<file path="src/rtl/clock_divider_cfg_ctrl.sv">
// Configuration front-end for the clock divider: validates a requested ratio, divides it
// sequentially and applies all four control words together on a divider period boundary.
module clock_divider_cfg_ctrl #(
  parameter int unsigned FACTOR_BIT   = 31,
  parameter int unsigned SYNC_TIMEOUT = 65535
) (
  input  logic                  i_clk,
  input  logic                  i_rstn,
  input  logic                  i_cfg_valid,
  output logic                  o_cfg_ready,
  input  logic [FACTOR_BIT-1:0] i_cfg_dividend,
  input  logic [FACTOR_BIT-1:0] i_cfg_divisor,
  input  logic                  i_period_boundary,
  output logic [FACTOR_BIT-1:0] o_clk_dividend,
  output logic [FACTOR_BIT-1:0] o_clk_divisor,
  output logic [FACTOR_BIT-1:0] o_clk_quotient,
  output logic [FACTOR_BIT-1:0] o_clk_remainder,
  output logic                  o_busy,
  output logic                  o_done,
  output logic                  o_sync_timeout,
  output logic                  o_err,
  output logic [1:0]            o_err_code
);

  localparam int unsigned CntW = (FACTOR_BIT > 1) ? $clog2(FACTOR_BIT) : 1;
  localparam logic [CntW-1:0] LastBit = CntW'(FACTOR_BIT - 1);
  localparam logic [31:0] TimeoutLast = (SYNC_TIMEOUT == 0) ? 32'd0 : 32'(SYNC_TIMEOUT - 1);

  typedef enum logic [1:0] {StIdle, StCheck, StDiv, StWaitSync} state_e;

  state_e                state_q, state_d;
  logic [FACTOR_BIT-1:0] dvd_q, dvd_d;
  logic [FACTOR_BIT-1:0] dvs_q, dvs_d;
  logic [FACTOR_BIT-1:0] shift_q, shift_d;
  logic [FACTOR_BIT-1:0] rem_q, rem_d;
  logic [FACTOR_BIT-1:0] quo_q, quo_d;
  logic [CntW-1:0]       bit_q, bit_d;
  logic [31:0]           sync_cnt_q, sync_cnt_d;
  logic [FACTOR_BIT-1:0] clk_dividend_q, clk_dividend_d;
  logic [FACTOR_BIT-1:0] clk_divisor_q, clk_divisor_d;
  logic [FACTOR_BIT-1:0] clk_quotient_q, clk_quotient_d;
  logic [FACTOR_BIT-1:0] clk_remainder_q, clk_remainder_d;
  logic                  done_q, done_d;
  logic                  timeout_q, timeout_d;
  logic                  err_q, err_d;
  logic [1:0]            err_code_q, err_code_d;

  // Partial remainder after shifting in the next dividend bit; one bit wider than the operands.
  logic [FACTOR_BIT:0] trial;
  logic [FACTOR_BIT:0] diff;
  logic                ge;

  always_comb begin
    trial = {rem_q, shift_q[FACTOR_BIT-1]};
    diff  = trial - {1'b0, dvs_q};
    ge    = trial >= {1'b0, dvs_q};
  end

  always_comb begin
    state_d         = state_q;
    dvd_d           = dvd_q;
    dvs_d           = dvs_q;
    shift_d         = shift_q;
    rem_d           = rem_q;
    quo_d           = quo_q;
    bit_d           = bit_q;
    sync_cnt_d      = sync_cnt_q;
    clk_dividend_d  = clk_dividend_q;
    clk_divisor_d   = clk_divisor_q;
    clk_quotient_d  = clk_quotient_q;
    clk_remainder_d = clk_remainder_q;
    done_d          = 1'b0;
    timeout_d       = 1'b0;
    err_d           = 1'b0;
    err_code_d      = err_code_q;

    unique case (state_q)
      StIdle: begin
        if (i_cfg_valid) begin
          dvd_d   = i_cfg_dividend;
          dvs_d   = i_cfg_divisor;
          state_d = StCheck;
        end
      end
      StCheck: begin
        if (dvs_q == '0) begin
          err_d      = 1'b1;
          err_code_d = 2'd1;
          state_d    = StIdle;
        end else if (dvd_q < dvs_q) begin
          err_d      = 1'b1;
          err_code_d = 2'd2;
          state_d    = StIdle;
        end else begin
          err_code_d = 2'd0;
          rem_d      = '0;
          quo_d      = '0;
          shift_d    = dvd_q;
          bit_d      = '0;
          state_d    = StDiv;
        end
      end
      StDiv: begin
        // A failed trial is below the divisor, so its top bit is always zero.
        rem_d   = ge ? diff[FACTOR_BIT-1:0] : trial[FACTOR_BIT-1:0];
        quo_d   = {quo_q[FACTOR_BIT-2:0], ge};
        shift_d = shift_q << 1;
        bit_d   = bit_q + 1'b1;
        if (bit_q == LastBit) begin
          sync_cnt_d = '0;
          state_d    = StWaitSync;
        end
      end
      StWaitSync: begin
        if (i_period_boundary || (sync_cnt_q >= TimeoutLast)) begin
          clk_dividend_d  = dvd_q;
          clk_divisor_d   = dvs_q;
          clk_quotient_d  = quo_q;
          clk_remainder_d = rem_q;
          done_d          = 1'b1;
          timeout_d       = !i_period_boundary;
          state_d         = StIdle;
        end else begin
          sync_cnt_d = sync_cnt_q + 32'd1;
        end
      end
      default: state_d = StIdle;
    endcase
  end

  always_ff @(posedge i_clk or negedge i_rstn) begin
    if (!i_rstn) begin
      state_q         <= StIdle;
      dvd_q           <= '0;
      dvs_q           <= '0;
      shift_q         <= '0;
      rem_q           <= '0;
      quo_q           <= '0;
      bit_q           <= '0;
      sync_cnt_q      <= '0;
      clk_dividend_q  <= FACTOR_BIT'(1);
      clk_divisor_q   <= FACTOR_BIT'(1);
      clk_quotient_q  <= FACTOR_BIT'(1);
      clk_remainder_q <= '0;
      done_q          <= 1'b0;
      timeout_q       <= 1'b0;
      err_q           <= 1'b0;
      err_code_q      <= 2'd0;
    end else begin
      state_q         <= state_d;
      dvd_q           <= dvd_d;
      dvs_q           <= dvs_d;
      shift_q         <= shift_d;
      rem_q           <= rem_d;
      quo_q           <= quo_d;
      bit_q           <= bit_d;
      sync_cnt_q      <= sync_cnt_d;
      clk_dividend_q  <= clk_dividend_d;
      clk_divisor_q   <= clk_divisor_d;
      clk_quotient_q  <= clk_quotient_d;
      clk_remainder_q <= clk_remainder_d;
      done_q          <= done_d;
      timeout_q       <= timeout_d;
      err_q           <= err_d;
      err_code_q      <= err_code_d;
    end
  end

  assign o_cfg_ready     = (state_q == StIdle);
  assign o_busy          = (state_q != StIdle);
  assign o_clk_dividend  = clk_dividend_q;
  assign o_clk_divisor   = clk_divisor_q;
  assign o_clk_quotient  = clk_quotient_q;
  assign o_clk_remainder = clk_remainder_q;
  assign o_done          = done_q;
  assign o_sync_timeout  = timeout_q;
  assign o_err           = err_q;
  assign o_err_code      = err_code_q;

endmodule

</file>
<file path="config.mk">
export PLATFORM = sky130hd
export DESIGN_NAME = clock_divider_cfg_ctrl
export DESIGN_NICKNAME = d
export VERILOG_FILES = /design/src/rtl/clock_divider_cfg_ctrl.sv
export SDC_FILE = /design/constraint.sdc
export NUM_CORES = 1
export LEC_CHECK = 0
export ABC_AREA = 0
export CAP_MARGIN = 30
export CORE_MARGIN = 2
export CORE_UTILIZATION = 56
export CTS_CLUSTER_SIZE = 10
export DETAILED_ROUTE_END_ITERATION = 16
export GPL_ROUTABILITY_DRIVEN = 0
export HOLD_SLACK_MARGIN = 0.12
export PLACE_DENSITY = 0.8
export RECOVER_POWER = 100
export SYNTH_ARGS = -nofsm -noshare
export SYNTH_HDL_FRONTEND = slang
export SYNTH_SLANG_ARGS = --single-unit
</file>
<file path="constraint.sdc">
create_clock -name i_clk -period 3.7 [get_ports i_clk]
set_clock_uncertainty 0.05 [all_clocks]
set_input_delay 0.37 -clock i_clk [delete_from_list [all_inputs] [get_ports i_clk]]
set_output_delay 0.37 -clock i_clk [all_outputs]
set_load 0.02 [all_outputs]
</file>
==> out/qor.yml <==
post_cts_resized: 0
required_ns: 4.04
cp_max_fo: 15
die_area_mm2: 0.0293
netlist_area_mm2: 0.0157
synth_ff_type: "dfrtp_1"
post_cts_buffers: 0
critPathArrivalTime_ns: 3.72
grt.overflow.total: 0
dp_hpwl_mm: 27.0
nets: 1780
cts_root_buffer: "clkbuf_16"
dr.pass1.iters: 5
endpoint_kind: "flop"
timing.final.crit_period_ns: 3.38
grt_max_degree: 105
relSlewSlack_pct: -63.7
portBuffers: 196
ys_warn_count: 0
yosysTopAreaCell: "dfrtp_1"
synthesis.nets: 1599
path_clk_slew_ns: 0.06
die_w_um: 171
final-setup-viol-count: 0
grt.busiest_layer: "met2"
clockBufferDepth: 3
synth_edf_count: 0
vdd_drop_max_uv: 571
synth_area_leaders: "dfrtp_1, mux2_4, nand2_1"
num_vias: 11900
rsz0062_at_grt: "no"
cap_violations: 2
routed_wl_mm: 39.3
finalHoldViolCount: 0
clk_latency_ns: 0.52
status: "finished with violations"
p_leak_nw: 8.88
drt_iter0_markers: 1071
met1_usage_pct: 36.3
fin_util_pct: 67.4
fp-row-count: 61
met2_usage_pct: 43.6
min_path_type: "in -> reg"
ys_async_sr_fraction_pct: 100
max_freq_ghz: 0.296
worstMarginPinSlew_ns: 2.46
syn_area_per_cell_um2: 10.7
synth.top_cell.area_share_pct: 51.1
critPathLaunchType: "flop"
area_growth_pct: 18.9
io_pins: 197
die_h_um: 171
post-route-drc-count: 0
numCtsBuffers: 38
ant_nets: 0
fin_setup_tns_ns: 0
yosys-top-cells-count: "dfrtp_1, nand2_1, o21ai_0"
power_density_mw_per_mm2: 975
yosysUniqueCellTypes: 75
slew_viol_final: 178
numClockSinks: 323
use_met3_pct: 6.26
first_global_vias: 12000
timing.final.crit_share_pct: 91.4
synth-seq-cells: 323
grt_pass1_wl_mm: 63.3
post_drt_wl_per_cell_um: 19.3
track_usage_pct: 27.4
path_class: "reg -> reg"
layout-drive-gt1-share_pct: 7.90
core_mm2: 0.0276
yosysMostFrequentCell: "dfrtp_1"
cts_tree: "built"
ys_seq_area_share_pct: 51.7
via_per_inst: 5.82
ff2ff_path_depth: 11
violations: "max-capacitance violations, max-slew violations"
syn_inst: 1467
hold_buffers: 1
holdPathStages: 3
initial_core_util_pct: 56.7
antenna_found_initial: 4
htreeDepth: 2
[critical path: stages, from the launching register on]
cell and delay (ns):
dfrtp_1 0.48, ha_1 0.23, inv_1 0.06, fa_1 0.42, a211o_1 0.30, o211ai_2 0.11
a211oi_2 0.17, o21ai_1 0.22, and3_1 0.27, o21a_1 0.58, mux2i_1 0.26, o21ai_0 0.10
[through the flow]
stage / cells / setup slack (ns) / power (mW) / hold WS [ns] / cell area [um^2]
after CTS: 2036 / 0.459 / 18.6 / 0.357 / 19000
after floorplan: 1467 / 1.07 / 12.3 / 0.0244 / 15700
after detailed placement: 1984 / 0.504 / 15.2 / 0.404 / 17900
final: 2039 / 0.318 / 18.2 / 0.370 / 18600
after global placement: 1984 / 0.596 / 14.9 / 0.398 / 17900
after global routing: 2037 / 0.121 / 19.4 / 0.387 / 18600
[area by class of cell]
| class | count | area (um^2) |
|---|---|---|
| fillers | 2132 | 9010 |
| flip-flops and latches | 323 | 8090 |
| multi-input cells | 1031 | 6710 |
| repair buffers | 213 | 2160 |
| clock buffers | 50 | 1030 |
| well taps | 378 | 473 |
| inverters | 41 | 154 |
| clock inverters | 1 | 8.76 |
| diodes | 2 | 5.00 |
[where the power goes]
group	internal [mW]	leakage (nW)	switching (mW)	total, mW
Combinational	3.71	4.26	5.34	9.04
Sequential	4.79	4.11	1.07	5.85
Clock	1.91	0.504	1.35	3.27
Total	10.4	8.88	7.75	18.2
[kinds of logic after synthesis]
kind of cell | Yosys count | synth area share [%]
flip-flops | 323 | 51.7
AND/OR/NAND/NOR | 430 | 12.2
buffers and inverters | 113 | 3.65
multiplexers | 142 | 11.9
adder cells (fa/ha/maj) | 66 | 5.32
AO/OA/AOI/OAI | 354 | 13.1
XOR/XNOR | 39 | 2.18
[worst paths after layout]
check	to	slack, ns	from
worst max-delay path	rem_q[1]$_DFFE_PN0P_	0.32	dvs_q[0]$_DFFE_PN0P_
worst min-delay path	dvs_q[8]$_DFFE_PN0P_	0.37	i_cfg_divisor[8]
worst max register to register	rem_q[1]$_DFFE_PN0P_	0.32	dvs_q[0]$_DFFE_PN0P_
worst min register to register	o_clk_divisor[0]$_DFFE_PN1P_	0.41	o_clk_divisor[0]$_DFFE_PN1P_
max in group asynchronous	rem_q[9]$_DFFE_PN0P_	0.68	i_rstn
min in group asynchronous	sync_cnt_q[30]$_DFFE_PN0P_	1.07	i_rstn
[layout by cell type (no fill, tap or decap), types with 7 or more instances in the layout]
cell type / n
inv_1: 41
nand2b_1: 7
nor4_1: 13
nand2_1: 243
xor2_1: 27
clkbuf_16: 39
mux2_1: 70
mux2i_1: 19
clkdlybuf4s50_1: 64
a21o_1: 12
mux2_2: 49
nand4_1: 15
nand3_1: 16
xnor2_1: 12
o21ai_0: 147
a21oi_1: 132
o21a_1: 8
nor2b_1: 12
ha_1: 65
and3_1: 9
dfrtp_1: 320
dlygate4sd3_1: 132
clkbuf_1: 12
nor2_1: 83
[metal layers]
metal	vias up	share of wire [%]
met1	5821	43
met3	114	7.3
met2	444	46
met5	-	0.033
li1	5478	-
met4	2	4.1
[state kept, by name, summed over array words and instances, names as in the netlist, named ones only]
name	cells
sync_cnt_q	32
dvs_q	31
bit_q	5
o_clk_dividend	31
dvd_q	31
state_q	1
quo_q	31
o_clk_divisor	31
shift_q	31
o_done	1
rem_q	31
o_err	1
o_err_code	2
o_clk_remainder	31
o_clk_quotient	31
o_sync_timeout	1
Power figures use the tool's default switching activity.
